$ cat config.mk
export PLATFORM = sky130hd
export DESIGN_NAME = display_scan_controller
export DESIGN_NICKNAME = d
export VERILOG_FILES = /design/src/rtl/display_scan_controller.sv
export SDC_FILE = /design/constraint.sdc
export NUM_CORES = 1
export LEC_CHECK = 0
export ABC_AREA = 1
export CORE_UTILIZATION = 47
export CTS_CLUSTER_DIAMETER = 100
export DETAILED_ROUTE_END_ITERATION = 10
export PLACE_DENSITY = 0.76
export SLEW_MARGIN = 5
export SYNTH_ARGS = -nofsm -noshare
export SYNTH_HDL_FRONTEND = slang
export SYNTH_SLANG_ARGS = --single-unit
$ cat constraint.sdc
create_clock -name clk -period 2 [get_ports clk]
set_input_delay 0.5 -clock clk [delete_from_list [all_inputs] [get_ports clk]]
set_output_delay 0.5 -clock clk [all_outputs]
set_load 0.05 [all_outputs]
$ cat src/rtl/display_scan_controller.sv
// rtl/display_scan_controller.sv - 4-digit seven-segment scan controller with frame-coherent snapshot.
// Optional anti-ghosting blank interval between digits is built when SCAN_BLANK_EN is defined.
module display_scan_controller #(
    parameter int PRESCALE     = 100000,
    parameter int BLANK_CYCLES = 1000
) (
    input  logic       clk,
    input  logic       rst_n,
    input  logic [3:0] A,
    input  logic [3:0] B,
    input  logic [3:0] AplusB,
    input  logic [3:0] AminusB,
    input  logic       update_req,
    input  logic [3:0] digit_en,
    output logic       update_ack,
    output logic [3:0] A_q,
    output logic [3:0] B_q,
    output logic [3:0] AplusB_q,
    output logic [3:0] AminusB_q,
    output logic [3:0] anode,
    output logic [1:0] slot,
    output logic       frame_start
);

    localparam int CW = (PRESCALE > 2) ? $clog2(PRESCALE) : 1;

`ifdef SCAN_BLANK_EN
    localparam int BW = (BLANK_CYCLES > 1) ? $clog2(BLANK_CYCLES) : 1;
    typedef enum logic [1:0] {ARM, DRIVE, BLANK} state_t;
    logic [BW-1:0] blank_cnt, blank_cnt_nxt;
`else
    typedef enum logic [1:0] {ARM, DRIVE} state_t;
`endif

    state_t        state, state_nxt;
    logic [CW-1:0] cnt, cnt_nxt;
    logic [1:0]    slot_i, slot_nxt;
    logic [3:0]    anode_d;
    logic          frame_d;

    always_ff @(posedge clk or negedge rst_n) begin
        if (!rst_n) begin
            state     <= ARM;
            cnt       <= '0;
            slot_i    <= 2'd0;
`ifdef SCAN_BLANK_EN
            blank_cnt <= '0;
`endif
        end else begin
            state     <= state_nxt;
            cnt       <= cnt_nxt;
            slot_i    <= slot_nxt;
`ifdef SCAN_BLANK_EN
            blank_cnt <= blank_cnt_nxt;
`endif
        end
    end

    always_comb begin
        state_nxt     = state;
        cnt_nxt       = cnt;
        slot_nxt      = slot_i;
`ifdef SCAN_BLANK_EN
        blank_cnt_nxt = blank_cnt;
`endif
        case (state)
            ARM: begin
                state_nxt = DRIVE;
                cnt_nxt   = '0;
                slot_nxt  = 2'd0;
            end
            DRIVE: begin
                if (cnt == CW'(PRESCALE - 1)) begin
                    cnt_nxt = '0;
`ifdef SCAN_BLANK_EN
                    state_nxt     = BLANK;
                    blank_cnt_nxt = '0;
`else
                    slot_nxt = slot_i + 2'd1;
`endif
                end else begin
                    cnt_nxt = cnt + CW'(1);
                end
            end
`ifdef SCAN_BLANK_EN
            BLANK: begin
                if (blank_cnt == BW'(BLANK_CYCLES - 1)) begin
                    blank_cnt_nxt = '0;
                    state_nxt     = DRIVE;
                    slot_nxt      = slot_i + 2'd1;
                end else begin
                    blank_cnt_nxt = blank_cnt + BW'(1);
                end
            end
`endif
            default: state_nxt = ARM;
        endcase
    end

    // Moore outputs of the current state; registered below so every output lags state by one clock
    always_comb begin
        anode_d = 4'b1111;
        frame_d = 1'b0;
        if (state == DRIVE) begin
            if (digit_en[slot_i]) begin
                anode_d = ~(4'b0001 << slot_i);
            end
            frame_d = (slot_i == 2'd0) && (cnt == '0);
        end
    end

    always_ff @(posedge clk or negedge rst_n) begin
        if (!rst_n) begin
            anode       <= 4'b1111;
            slot        <= 2'd0;
            frame_start <= 1'b0;
            update_ack  <= 1'b0;
            A_q         <= 4'd0;
            B_q         <= 4'd0;
            AplusB_q    <= 4'd0;
            AminusB_q   <= 4'd0;
        end else begin
            anode       <= anode_d;
            slot        <= slot_i;
            frame_start <= frame_d;
            update_ack  <= frame_d && update_req;
            // Snapshot only moves on the edge that starts a new frame
            if (frame_d && update_req) begin
                A_q       <= A;
                B_q       <= B;
                AplusB_q  <= AplusB;
                AminusB_q <= AminusB;
            end
        end
    end

endmodule

# Yosys cells after proc, flatten, opt, wreduce, memory -nomap -nowiden
# Cells that the tools add are included.
# word_totals
register_bits	45
output_inout_bits	24
elab_cells	36
input_bits	23
# op_classes
reduce_logical	7
mux	10
bitwise_logic	1
shifts	1
add_sub_neg	2
n_eq_ne	3
magnitude_cmp	1
# ops
op	count
$pmux 17 s2	1
$add 17x1->17 const B	1
$eq 17x17->1 const B	1
$logic_not 17->1	1
$mux 17	1
$mux 4	2
$pmux 2 s2	2
$logic_not 2->1	2
$not 4->4	1
$shl 1x2->4 const A	1
$lt 2x3->1 const B	1
$add 2x1->2 const B	1
$bmux 1 s2	1
$eq 2x1->1 const B	1
$logic_and 1x1->1	2
$mux 1	2
$mux 2	1
$ne 2x2->1 const B	1
$reduce_and 2->1	1
$reduce_bool 2->1	1

# Longest topological paths before layout
# depth
depth_word	4
mapped_depth	11

# Least setup slack after synthesis
# Ideal clock, no wire load.
# synth_timing
path_kind	register to register
startpoint	register slot_i[0]
endpoint	register A_q[0]
stages_incl_launch_ff	9
path_buffers	1
t_required_ns	1.882
synth_period_minus_slack_ns	1.550
setup_slack_ns	0.450
setup_time_ns	0.118
t_arrival_ns	1.432
cell_sequence	dfrtp_1 -> inv_1 -> ha_1 -> nand2_1 -> nor3_2 -> nand4_4 -> buf_2 -> nand2_1 -> nand2_1
# synth_via
elab_chain_len	4
# synth_lines
element	line_no	rtl
from (decl)	37	logic [1:0] slot_i, slot_nxt;
from (signal assigned)	52	slot_i <= slot_nxt;
$logic_not 2->1	108	frame_d = (slot_i == 2'd0) && (cnt == '0);
$logic_and 1x1->1	108	
$mux 1	104	if (state == DRIVE) begin
$logic_and 1x1->1	128	if (frame_d && update_req) begin
to (signal assigned)	118	A_q <= 4'd0;
to (signal assigned)	129	A_q <= A;
to (decl)	16	output logic [3:0] A_q,
# Every way passes these cells.
# A chain may end at the register's enable or synchronous reset.

# Worst setup path after layout
# layout_timing
startpoint	register AminusB_q[1]
endpoint	output AminusB_q[1]
# layout_lines
element	line_no	rtl
from (decl)	19	output logic [3:0] AminusB_q,
from (signal assigned)	132	AminusB_q <= AminusB;
# No word-level cell between the ends.

==> results.toml <==
[yosys]
netlist_area_mm2 = 0.00203
ys_types = 28
synth_edf_count = 0
synth_common_cells = "89 x nand2_1, 46 x nor2_1, 40 x dfrtp_1"
synthCells = 239
ys_seq_area_share_pct = 54.4
synth.most_common_cell = "nand2_1"
synth_flop_cell = "dfrtp_1"
synth_fp_nets = 268
yosys-top-cells-area = "dfrtp_1 49%, nand2_1 16%, nor2_1 8.5%"
async_reset_ff_share_pct = 100
syn_avg_cell_area_um2 = 8.50
yosysTopAreaCell = "dfrtp_1"
synth_seq_cells = 44
synth_top_area_share_pct = 49.3
yosysWarnings = 0

[sta]
hold_ws_ns = 0.260
fmax_mhz = 512
worst_slew_pin_slew_ns = 0.551
slew_violations = 0
clock_skew_ns = 0.0110
rsz0062_at_grt = "no"
min_period_ns = 1.95
finalCritPeriodShare_pct = 97.6
slew_headroom_pct = 63.3
fin_setup_tns_ns = 0
setup_violations = 0
fin_ws_ns = 0.0486
final_hold_viol_count = 0

[worst_setup_path]
crit_buf_inv = 1
cp_slowest_cell = "clkdlybuf4s50_1"
crit_arrival_ns = 1.45
path_delay_family = "buffers and inverters"
setup.worst_path.start = "AminusB_q[1]"
worst_ep_required_time_ns = 1.50
critPathMaxFanout = 2
cpPeakStageDelay_ns = 0.80
startpoint_type = "flip-flop"
worstSetupEndpointType = "primary output"
worstPathCellList = "clkdlybuf4s50_1"
r2r-start = "slot_i[1]"
crit_type = "reg2out"

[global_routing]
grt_pass1_wl_mm = 6.94
grt_max_degree = 45
grt_pass1_vias = 1520
track_usage_pct = 20.8
antenna_found_initial = 0
overflow = 0

[place]
place_area_mm2 = 0.00254
dp_slack_ns = 0.291
portBuffers = 46
hpwl_mm = 3.13
gp_congestion = 0.914

[detailed_routing]
drt_pass1_iterations = 4
drtAntennaViolNets = 0
wl_mm = 4.34
drtIter0Drc = 87
drc = 0
vias = 1674
routed_via_density = 4.85
wl_per_cell_um = 12.6

[clocking]
cts-buffers-inserted = 5
clock_sinks = 44
htreeDepth = 2
cts_buffer_depth = 2
cts_tree = "yes"
root_buffer = "clkbuf_8"
clock_latency_ns = 0.30
path_clk_slew_ns = 0.09

[finish]
stdcell_area_mm2 = 0.00270
drive_above_1_share_pct = 10.8
antennaDiodeCount = 0
finalNetCount = 323
fill_cells = 348
syn_to_final_growth_pct = 32.8
final_util_pct = 66.0

[pwr]
p_leak_nw = 1.38
power_density_mw_per_mm2 = 919
peakVddDrop_uv = 550

[die]
num_rows = 23
die_w_um = 67.8
start_util_pct = 49.7
die_h_um = 67.8
core_mm2 = 0.00409
die_area_mm2 = 0.00459
io-pin-count = 47

[outcome]
status = "completed"

[min_path]
hold_path_class = "in2async"

[job]
cap_violations = 0
[placed cells by master (no fill, tap or decap), types with 2 or more instances in the layout]
master | Yosys | final
nand3b_1 | 2 | 2
nand2_1 | 89 | 89
inv_1 | 14 | 14
buf_4 | 1 | 14
bufinv_16 | 0 | 2
a21oi_1 | 2 | 2
dlymetal6s2s_1 | 0 | 10
dfrtp_1 | 40 | 40
nor2_1 | 46 | 46
clkdlybuf4s50_1 | 0 | 26
dfstp_2 | 4 | 4
nor3b_1 | 2 | 2
xor2_1 | 8 | 8
clkbuf_8 | 0 | 5
ha_1 | 6 | 6
nand3_1 | 9 | 9
[per-stage QoR]
stage | instances | total power [mW]
global placement | 337 | 1.69
global route | 345 | 2.58
CTS | 345 | 2.50
floorplan | 239 | 1.44
finish | 345 | 2.48
detailed placement | 337 | 1.70
[per-layer routing]
metal / up-vias / global-route usage [%] / share of wire, %
met2: 46 / 33.2 / 50
met5: - / 0 / 0
met4: 0 / 6.65 / 1.4
li1: 840 / - / -
met1: 782 / 26.9 / 43
met3: 6 / 6.08 / 5.6
[cells by family (layout without fill, tap and decap cells)]
group / Yosys count / after routing / share of synthesized area [%]
DFF: 44 / 44 / 54.4
xor gates and xnor gates: 9 / 9 / 3.88
AOI/OAI and AO/OA: 5 / 5 / 1.54
buffers and inverters: 18 / 74 / 4.00
other: 1 / 1 / 0.185
adders and majority gates: 6 / 6 / 3.69
and+or+nand+nor: 156 / 156 / 32.3
[area by class of cell]
class	count	area (um^2)	area share (%)
tap	50	62.6	2.32
inverter	15	57.6	2.13
sequential	44	1110	41.0
clock inverter	2	60.1	2.23
multi-input combinational	177	845	31.3
clock buffer	6	72.6	2.69
timing repair buffer	51	495	18.4
[power breakdown]
part	internal (mW)	switching [mW]
Clock	0.499	0.309
Combinational	0.211	0.435
Sequential	0.978	0.0478
[flip-flops by register name, indices dropped and copies added (netlist names)]
| name | flops |
|---|---|
| cnt | 17 |
| A_q | 4 |
| AminusB_q | 4 |
| AplusB_q | 4 |
| B_q | 4 |
| anode | 4 |
| slot | 2 |
| slot_i | 2 |
| frame_start | 1 |
| state | 1 |
| update_ack | 1 |
[path summary, 6_finish.rpt]
check | to | slack, ns | cells past startpoint
max | AminusB_q[1] | 0.05 | 1
min | cnt[14] | 0.26 | 2
max reg2reg | B_q[3] | 0.28 | 8
min reg2reg | AminusB_q[3] | 0.48 | 2
max in group asynchronous | anode[1] | 1.35 | 2
min in group clk | AminusB_q[3] | 0.48 | 2
[timing repair]
action,CTS,global route
gates resized for setup,0,10
endpoints found under the hold margin,0,0
buffers inserted,0,0
endpoints found under the setup margin,0,10
hold buffers,0,0
Power figures use the tool's default switching activity.
